`src/rtl/cpu_multicycle_if.sv`:
```
// Instruction-memory fetch interface for cpu_multicycle.
//   imem_req   : fetch request, held by the core until accepted
//   imem_addr  : fetch address (PCW bits)
//   imem_valid : memory has an instruction for the current request
//   imem_inst  : 32-bit instruction word
// A fetch completes on the rising clock edge where imem_req & imem_valid.
interface cpu_multicycle_if #(
  parameter int PCW = 32
);
  logic           imem_req;
  logic [PCW-1:0] imem_addr;
  logic           imem_valid;
  logic [31:0]    imem_inst;

  modport master (output imem_req, output imem_addr, input imem_valid, input imem_inst);
  modport slave  (input imem_req, input imem_addr, output imem_valid, output imem_inst);
endinterface

```
`src/rtl/cpu_multicycle.sv`:
```
// Multi-cycle CPU core: FETCH -> EXEC -> WB per instruction, HALT stops it.
// Ports:
//   clk, clrn          : rising-edge clock, asynchronous active-low reset
//   imem (master)      : instruction fetch handshake (see cpu_multicycle_if)
//   pc                 : program counter
//   alu_out            : result of the last flag-updating instruction
//   zf_out/sf_out/cf_out : flag register
//   retire             : one-cycle pulse per completed instruction
//   halted             : high while stopped by HALT
module cpu_multicycle #(
  parameter int DW   = 32,
  parameter int NREG = 32,
  parameter int PCW  = 32
) (
  input  logic             clk,
  input  logic             clrn,
  cpu_multicycle_if.master imem,
  output logic [PCW-1:0]   pc,
  output logic [DW-1:0]    alu_out,
  output logic             zf_out,
  output logic             sf_out,
  output logic             cf_out,
  output logic             retire,
  output logic             halted
);
  localparam int RW = $clog2(NREG);

  typedef enum logic [1:0] {
    S_FETCH = 2'd0,
    S_EXEC  = 2'd1,
    S_WB    = 2'd2,
    S_HALT  = 2'd3
  } state_t;

  state_t         state_q;
  logic [PCW-1:0] pc_q, npc_q;
  logic [31:0]    ir_q;
  logic [DW-1:0]  alu_q;
  logic           zf_q, sf_q, cf_q;
  logic           req_q, retire_q, halted_q, wreg_q;
  logic [DW-1:0]  regs_q [NREG];

  function automatic logic [DW-1:0] sext16(input logic [15:0] v);
    logic [DW+15:0] t;
    t = {{DW{v[15]}}, v};
    return t[DW-1:0];
  endfunction

  function automatic logic [DW-1:0] zext16(input logic [15:0] v);
    logic [DW+15:0] t;
    t = {{DW{1'b0}}, v};
    return t[DW-1:0];
  endfunction

  function automatic logic [PCW-1:0] zext8(input logic [7:0] v);
    logic [PCW+7:0] t;
    t = {{PCW{1'b0}}, v};
    return t[PCW-1:0];
  endfunction

  // Instruction fields
  logic [5:0]     op_s;
  logic [RW-1:0]  rc_idx_s, ra_idx_s, rb_idx_s;
  logic [15:0]    imm_s;
  logic [PCW-1:0] jtgt_s, pc_inc_s;
  logic [DW-1:0]  ra_val_s, rb_val_s;
  logic [4:0]     shamt_s;
  logic [DW:0]    add_s, addi_s, shl_s;

  assign op_s     = ir_q[31:26];
  assign rc_idx_s = ir_q[21 +: RW];
  assign ra_idx_s = ir_q[16 +: RW];
  assign rb_idx_s = ir_q[11 +: RW];
  assign imm_s    = ir_q[15:0];
  assign jtgt_s   = zext8(ir_q[25:18]);
  assign pc_inc_s = pc_q + {{(PCW-1){1'b0}}, 1'b1};
  assign ra_val_s = (ra_idx_s == {RW{1'b0}}) ? {DW{1'b0}} : regs_q[ra_idx_s];
  assign rb_val_s = (rb_idx_s == {RW{1'b0}}) ? {DW{1'b0}} : regs_q[rb_idx_s];
  assign shamt_s  = rb_val_s[4:0];
  assign add_s    = {1'b0, ra_val_s} + {1'b0, rb_val_s};
  assign addi_s   = {1'b0, ra_val_s} + {1'b0, sext16(imm_s)};
  // Bit DW of the widened left shift is the last bit shifted out (0 for shift 0)
  assign shl_s    = {1'b0, ra_val_s} << shamt_s;

  logic [DW-1:0]  result_s;
  logic           cf_s, zf_s, sf_s, alu_op_s, halt_s;
  logic [PCW-1:0] npc_s;

  // Execute-stage decode: ALU result, carry, next pc, halt
  always_comb begin
    result_s = {DW{1'b0}};
    cf_s     = 1'b0;
    alu_op_s = 1'b0;
    halt_s   = 1'b0;
    npc_s    = pc_inc_s;
    case (op_s)
      6'h00: begin result_s = add_s[DW-1:0];          cf_s = add_s[DW];            alu_op_s = 1'b1; end
      6'h01: begin result_s = ra_val_s - rb_val_s;    cf_s = (ra_val_s < rb_val_s); alu_op_s = 1'b1; end
      6'h02: begin result_s = ra_val_s & rb_val_s;    alu_op_s = 1'b1; end
      6'h03: begin result_s = ra_val_s | rb_val_s;    alu_op_s = 1'b1; end
      6'h04: begin result_s = ra_val_s ^ rb_val_s;    alu_op_s = 1'b1; end
      6'h05: begin result_s = shl_s[DW-1:0];          cf_s = shl_s[DW];            alu_op_s = 1'b1; end
      6'h06: begin result_s = ra_val_s >> shamt_s;    alu_op_s = 1'b1; end
      6'h08: begin result_s = addi_s[DW-1:0];         cf_s = addi_s[DW];           alu_op_s = 1'b1; end
      6'h09: begin result_s = ra_val_s & zext16(imm_s); alu_op_s = 1'b1; end
      6'h0A: begin result_s = ra_val_s | zext16(imm_s); alu_op_s = 1'b1; end
      6'h10: npc_s = jtgt_s;
      6'h11: if (zf_q) npc_s = jtgt_s; else npc_s = pc_inc_s;
      6'h12: if (sf_q) npc_s = jtgt_s; else npc_s = pc_inc_s;
      6'h13: if (cf_q) npc_s = jtgt_s; else npc_s = pc_inc_s;
      6'h3F: halt_s = 1'b1;
      default: npc_s = pc_inc_s;
    endcase
    zf_s = (result_s == {DW{1'b0}});
    sf_s = result_s[DW-1];
  end

  // Core sequencer: state, pc, IR, flags, register file and all outputs
  always_ff @(posedge clk or negedge clrn) begin
    if (!clrn) begin
      state_q  <= S_FETCH;
      pc_q     <= {PCW{1'b0}};
      npc_q    <= {PCW{1'b0}};
      ir_q     <= 32'd0;
      alu_q    <= {DW{1'b0}};
      zf_q     <= 1'b0;
      sf_q     <= 1'b0;
      cf_q     <= 1'b0;
      req_q    <= 1'b0;
      retire_q <= 1'b0;
      halted_q <= 1'b0;
      wreg_q   <= 1'b0;
      for (int i = 0; i < NREG; i++) regs_q[i] <= {DW{1'b0}};
    end else begin
      case (state_q)
        S_FETCH: begin
          // req_q is low only in the first cycle after reset, so no
          // handshake can complete before the request is visible
          if (req_q && imem.imem_valid) begin
            ir_q    <= imem.imem_inst;
            req_q   <= 1'b0;
            state_q <= S_EXEC;
          end else begin
            req_q   <= 1'b1;
          end
        end
        S_EXEC: begin
          if (halt_s) begin
            halted_q <= 1'b1;
            state_q  <= S_HALT;
          end else begin
            npc_q    <= npc_s;
            wreg_q   <= alu_op_s;
            retire_q <= 1'b1;
            state_q  <= S_WB;
            if (alu_op_s) begin
              alu_q <= result_s;
              zf_q  <= zf_s;
              sf_q  <= sf_s;
              cf_q  <= cf_s;
            end
          end
        end
        S_WB: begin
          if (wreg_q && (rc_idx_s != {RW{1'b0}})) regs_q[rc_idx_s] <= alu_q;
          pc_q     <= npc_q;
          retire_q <= 1'b0;
          req_q    <= 1'b1;
          state_q  <= S_FETCH;
        end
        S_HALT: begin
          state_q <= S_HALT;
        end
        default: begin
          state_q <= S_FETCH;
        end
      endcase
    end
  end

  assign imem.imem_req  = req_q;
  assign imem.imem_addr = pc_q;
  assign pc      = pc_q;
  assign alu_out = alu_q;
  assign zf_out  = zf_q;
  assign sf_out  = sf_q;
  assign cf_out  = cf_q;
  assign retire  = retire_q;
  assign halted  = halted_q;
endmodule

```
`src/flat_wrapper.sv`:
```
// flat-port wrapper written by rule: the top's interface ports become plain ports
module cpu_multicycle_flat 
#(
  parameter int DW   = 32,
  parameter int NREG = 32,
  parameter int PCW  = 32
)
  (clk, clrn, pc, alu_out, zf_out, sf_out, cf_out, retire, halted, imem_imem_req, imem_imem_addr, imem_imem_valid, imem_imem_inst);
  cpu_multicycle_if #(.PCW(PCW)) imem_i ();
  input  logic clk;
  input  logic clrn;
  output logic [PCW-1:0] pc;
  output logic [DW-1:0] alu_out;
  output logic zf_out;
  output logic sf_out;
  output logic cf_out;
  output logic retire;
  output logic halted;
  output wire logic [$bits(imem_i.imem_req)-1:0] imem_imem_req;
  output wire logic [$bits(imem_i.imem_addr)-1:0] imem_imem_addr;
  input wire logic [$bits(imem_i.imem_valid)-1:0] imem_imem_valid;
  input wire logic [$bits(imem_i.imem_inst)-1:0] imem_imem_inst;
  assign imem_imem_req = imem_i.imem_req;
  assign imem_imem_addr = imem_i.imem_addr;
  assign imem_i.imem_valid = imem_imem_valid;
  assign imem_i.imem_inst = imem_imem_inst;
  cpu_multicycle #(.DW(DW), .NREG(NREG), .PCW(PCW)) u_core (.clk(clk), .clrn(clrn), .imem(imem_i), .pc(pc), .alu_out(alu_out), .zf_out(zf_out), .sf_out(sf_out), .cf_out(cf_out), .retire(retire), .halted(halted));
endmodule
```
`config.mk`:
```
export PLATFORM = sky130hd
export DESIGN_NAME = cpu_multicycle_flat
export DESIGN_NICKNAME = d
export VERILOG_FILES = /design/src/rtl/cpu_multicycle_if.sv /design/src/rtl/cpu_multicycle.sv /design/src/flat_wrapper.sv
export SDC_FILE = /design/constraint.sdc
export NUM_CORES = 2
export LEC_CHECK = 0
export CORE_MARGIN = 2
export CORE_UTILIZATION = 26
export DETAILED_ROUTE_END_ITERATION = 6
export HOLD_SLACK_MARGIN = 0.08
export PLACE_DENSITY = 0.49
export SYNTH_ARGS = -nofsm -noshare
export SYNTH_HDL_FRONTEND = slang
export SYNTH_SLANG_ARGS = --single-unit
```
`constraint.sdc`:
```
create_clock -name clk -period 10.6 [get_ports clk]
set_input_delay 2.12 -clock clk [delete_from_list [all_inputs] [get_ports clk]]
set_output_delay 2.12 -clock clk [all_outputs]
set_load 0.1 [all_outputs]
```
==> summary.txt <==
Synth
  – Syn Area/Cell: 12.40 um2
  – Ys Warns: 0
  – Top-area cell type share of the netlist area: 40.75%
  – Asr flop ratio synth: 100.0%
  – Library cells used by synthesis: 102
  – Top post-synthesis cells by area: dfrtp_1 41%, mux2_2 17%, mux4_2 15%
  – Sequential share of the synthesized area: 40.75%
  – Leading register cell type out of synthesis: dfrtp_1
  – Commonest cells post-synth: 1160 x dfrtp_1, 1075 x mux2_2, 478 x mux4_2
  – Most frequent cell after synthesis: dfrtp_1
  – Mapped Area: 71230 um2
  – Cells after Synth: 5742
  – Synthesized Nets: 5927
  – Synthesized flop and latch total: 1160
  – Number of synthesized flops with an enable pin: 0
  – Post-synth top area cell: dfrtp_1

Setup path
  – Crit path cell chain: buf_12 -> mux4_2 -> nand2_1 -> a21oi_1 -> a2111oi_0 -> or3_1 -> ha_1 -> and4_1 -> and3_1 -> a211oi_1 -> a21oi_1 -> a31oi_1 -> o21ai_0 -> o22ai_1 -> o21ai_0 -> nand4_1 -> or4_1 -> or4_1 -> or4b_1 -> o22ai_2
  – Critical path launch point type: flip-flop
  – Largest stage delay on the critical path: 0.98 ns
  – CP endpoint: u_core.zf_out
  – Setup crit end kind: flip-flop
  – Worst-case reg-to-reg path depth: 20
  – CP startpoint: u_core.ir_q[11]
  – CP Max Fanout: 70
  – Slowest CP cell: a2111oi_0
  – R2R Path End: u_core.zf_out
  – Reg2reg start: u_core.ir_q[11]
  – Crit path arrival time: 9.35 ns
  – Reg-to-reg slack, setup: 1.98 ns
  – Crit Path Class: reg -> reg
  – Req. time, crit path: 11.33 ns

Global route
  – Grt ovf: 0
  – Vias in the first global route: 52.44k
  – Global Route Usage Sum: 20.19%
  – Initial antenna violation count: 9
  – First-pass GRT wire length: 407800 um
  – Largest net degree at the start of global routing: 179

Placement
  – GPL Wtd Cong: 0.9759
  – Pre-CTS WS: 2.144 ns
  – Post-Place Cells: 9066
  – Port Buf Inserts: 136
  – Placed Area: 76210 um2
  – Post-detail-place hpwl: 180700 um

Hold path
  – Hold crit path type: reg -> reg

Finish
  – P&R area growth vs syn: 13.59%
  – Share of cells above drive strength 1: 36.56%
  – Layout Cells excl Fill: 9322
  – Post-route cell area: 80910 um2
  – Final nets: 5802

Clocking
  – Root Driver: clkbuf_16
  – Hold Buf Count CTS: 0
  – Worst-Skew Late Latency: 0.83 ns
  – CTS Sinks: 1160
  – CTS tree: done
  – Post-CTS sizing: 0
  – Setup Fix Bufs, Post-CTS: 0
  – H-tree depth: 4
  – Worst-path clk slew: 0.06 ns
  – Clock buffer count from CTS: 138
  – Max clock buf depth: 3

Run
  – MaxCap Viol Count: 0

Timing
  – Slew @ Worst Pin: 1.379 ns
  – Max_slew headroom: 5.670%
  – Final hold vios: 0
  – Final period util: 81.33%
  – Fmax: 116.0 MHz
  – Clock skew: 0.04432 ns
  – RSZ-0062 raised after global routing: no
  – Slew Viols, Final: 0
  – Final worst-path setup slack: 1.979 ns
  – Fin crit period: 8.621 ns
  – Setup TNS: 0 ns
  – Final setup vio count: 0

Die
  – Initial Utilization: 26.08%
  – FP Rows: 192
  – Ports: 137
  – Die area: 278200 um2
  – Height of the chip: 527.4 um
  – Core area: 273100 um2
  – Die width: 527.4 um

Route
  – Drt pass-1 iters: 6
  – Detail Route Antenna Nets: 0
  – Via count: 52.15k
  – Initial DRC count: 5321
  – Drt via density: 5.594
  – Detailed Route WL: 286600 um
  – Post-route DRC violation count: 0
  – Routed len/inst: 30.74 um

Power
  – Clk pwr share: 23.2%
  – Leakage: 35.95 nW
  – PwrDens: 263.0 nW/um2
  – Sw frac: 45.70%
  – Max VDD drop: 0.0001919 V
  – Switching power: 9.723 mW
  – Logic gate share of total power: 48.7%
  – Sequential Power Share: 28.1%
  – P_int: 11.55 mW

Run status
  – Status: complete, no violations
[layout by cell type (no fill, tap or decap), types with 15 or more instances in the layout]
| master | synthesis | layout |
|---|---|---|
| nand3_1 | 54 | 53 |
| nand2b_1 | 19 | 18 |
| a211oi_1 | 36 | 36 |
| mux4_1 | 15 | 15 |
| buf_4 | 46 | 169 |
| dfrtp_1 | 1160 | 1150 |
| clkinv_2 | 0 | 15 |
| mux2i_1 | 274 | 274 |
| mux4_2 | 478 | 478 |
| o31ai_1 | 16 | 16 |
| a21o_1 | 23 | 23 |
| o22ai_1 | 88 | 88 |
| xnor2_1 | 19 | 19 |
| a221oi_1 | 40 | 39 |
| clkbuf_8 | 0 | 40 |
| o221ai_1 | 54 | 54 |
| o21bai_1 | 19 | 19 |
| nor2b_1 | 21 | 19 |
| mux2_2 | 1075 | 1075 |
| nand2_1 | 325 | 307 |
| a31oi_1 | 27 | 26 |
| clkdlybuf4s50_1 | 0 | 129 |
| a22oi_1 | 42 | 42 |
| a2111oi_0 | 31 | 31 |
| nor3_1 | 53 | 46 |
| inv_1 | 118 | 117 |
| or3_1 | 46 | 45 |
| a21oi_1 | 191 | 191 |
| nand4_1 | 28 | 28 |
| ha_1 | 147 | 147 |
| xor2_1 | 41 | 41 |
| and3_1 | 15 | 15 |
| o21ai_0 | 151 | 151 |
| clkbuf_16 | 0 | 140 |
| nor2_1 | 274 | 263 |
| clkbuf_1 | 313 | 28 |
| o211ai_1 | 33 | 33 |
[flip-flops by register name, indices dropped and copies added, names as in the netlist]
name                   count
u_core.retire              1
u_core.wreg_q              1
u_core.halted              1
u_core.state_q             2
u_core.imem.imem_addr     32
u_core.imem.imem_req       1
u_core.alu_out            32
u_core.cf_out              1
u_core.regs_q           1024
u_core.ir_q               32
u_core.zf_out              1
u_core.npc_q              32
[power groups by stage]
stage / Clock [mW] / Sequential, mW / Combinational, mW
after floorplan: 0 / 6.13 / 6.46
after global placement: 0 / 5.99 / 10.3
after detailed placement: 0 / 6.04 / 10.2
after CTS: 5.06 / 5.96 / 10.3
after global routing: 5.23 / 6.08 / 10.9
final: 4.94 / 5.97 / 10.4
[worst min path at each step]
stage	startpoint	end	slack, ns	cells past startpoint
floorplan	u_core.regs_q[1004]	u_core.regs_q[1004]	0.44	1
global placement	u_core.regs_q[1018]	u_core.regs_q[1018]	0.38	0
detailed placement	u_core.regs_q[1004]	u_core.regs_q[1004]	0.38	0
CTS	u_core.regs_q[995]	u_core.regs_q[995]	0.40	0
global route	u_core.regs_q[995]	u_core.regs_q[995]	0.40	0
finish	u_core.regs_q[994]	u_core.regs_q[994]	0.40	0
[metal layers]
| metal | vias up | wire length [um] | global-route usage, % |
|---|---|---|---|
| li1 | 21519 | - | - |
| met1 | 27867 | 124900 | 27.60 |
| met2 | 2227 | 130300 | 31.52 |
| met3 | 530 | 18590 | 3.455 |
| met4 | 4 | 12710 | 8.324 |
| met5 | - | 26 | 0 |
[logic make-up (layout without fill, tap and decap cells)]
logic type,count (synthesis),in the layout,synth area share [%]
AO/OA/AOI/OAI,899,899,8.772
XOR/XNOR,60,60,0.7378
adder cells (fa/ha/maj),150,150,2.667
buffers and inverters,705,693,4.407
flip-flops,1160,1160,40.75
multiplexers,1853,1853,36.78
other,0,3,0
AND/OR/NAND/NOR,915,915,5.883
[metrics by stage]
| stage | power, mW | hold WS (ns) | utilization, % |
|---|---|---|---|
| floorplan | 12.59 | 0.4413 | - |
| global placement | 16.25 | 0.3766 | 27.90 |
| detailed placement | 16.29 | 0.3836 | 27.90 |
| CTS | 21.30 | 0.3957 | 29.62 |
| global route | 22.17 | 0.4046 | 29.62 |
| finish | 21.28 | 0.3981 | 29.62 |
[worst max-delay path, delay by kind of cell (launching register included)]
family / cells / cell delay [ns]
compound gates: 9 / 3.08
fa+ha+maj: 1 / 0.41
buf+inv: 1 / 0.55
flops: 1 / 0.86
mux: 1 / 0.59
simple gates: 8 / 2.91
[final cells by class]
type / instances / area, um2
Antenna cell: 3 / 7.507
Tap cell: 3589 / 4491
Timing Repair Buffer: 312 / 2835
Fill cell: 27520 / 192200
Inverter: 128 / 483.0
Clock buffer: 208 / 4159
Multi-Input combinational cell: 3877 / 39340
Sequential cell: 1160 / 29060
Clock inverter: 45 / 534.3
No activity file was read; power rests on OpenSTA's default activity.
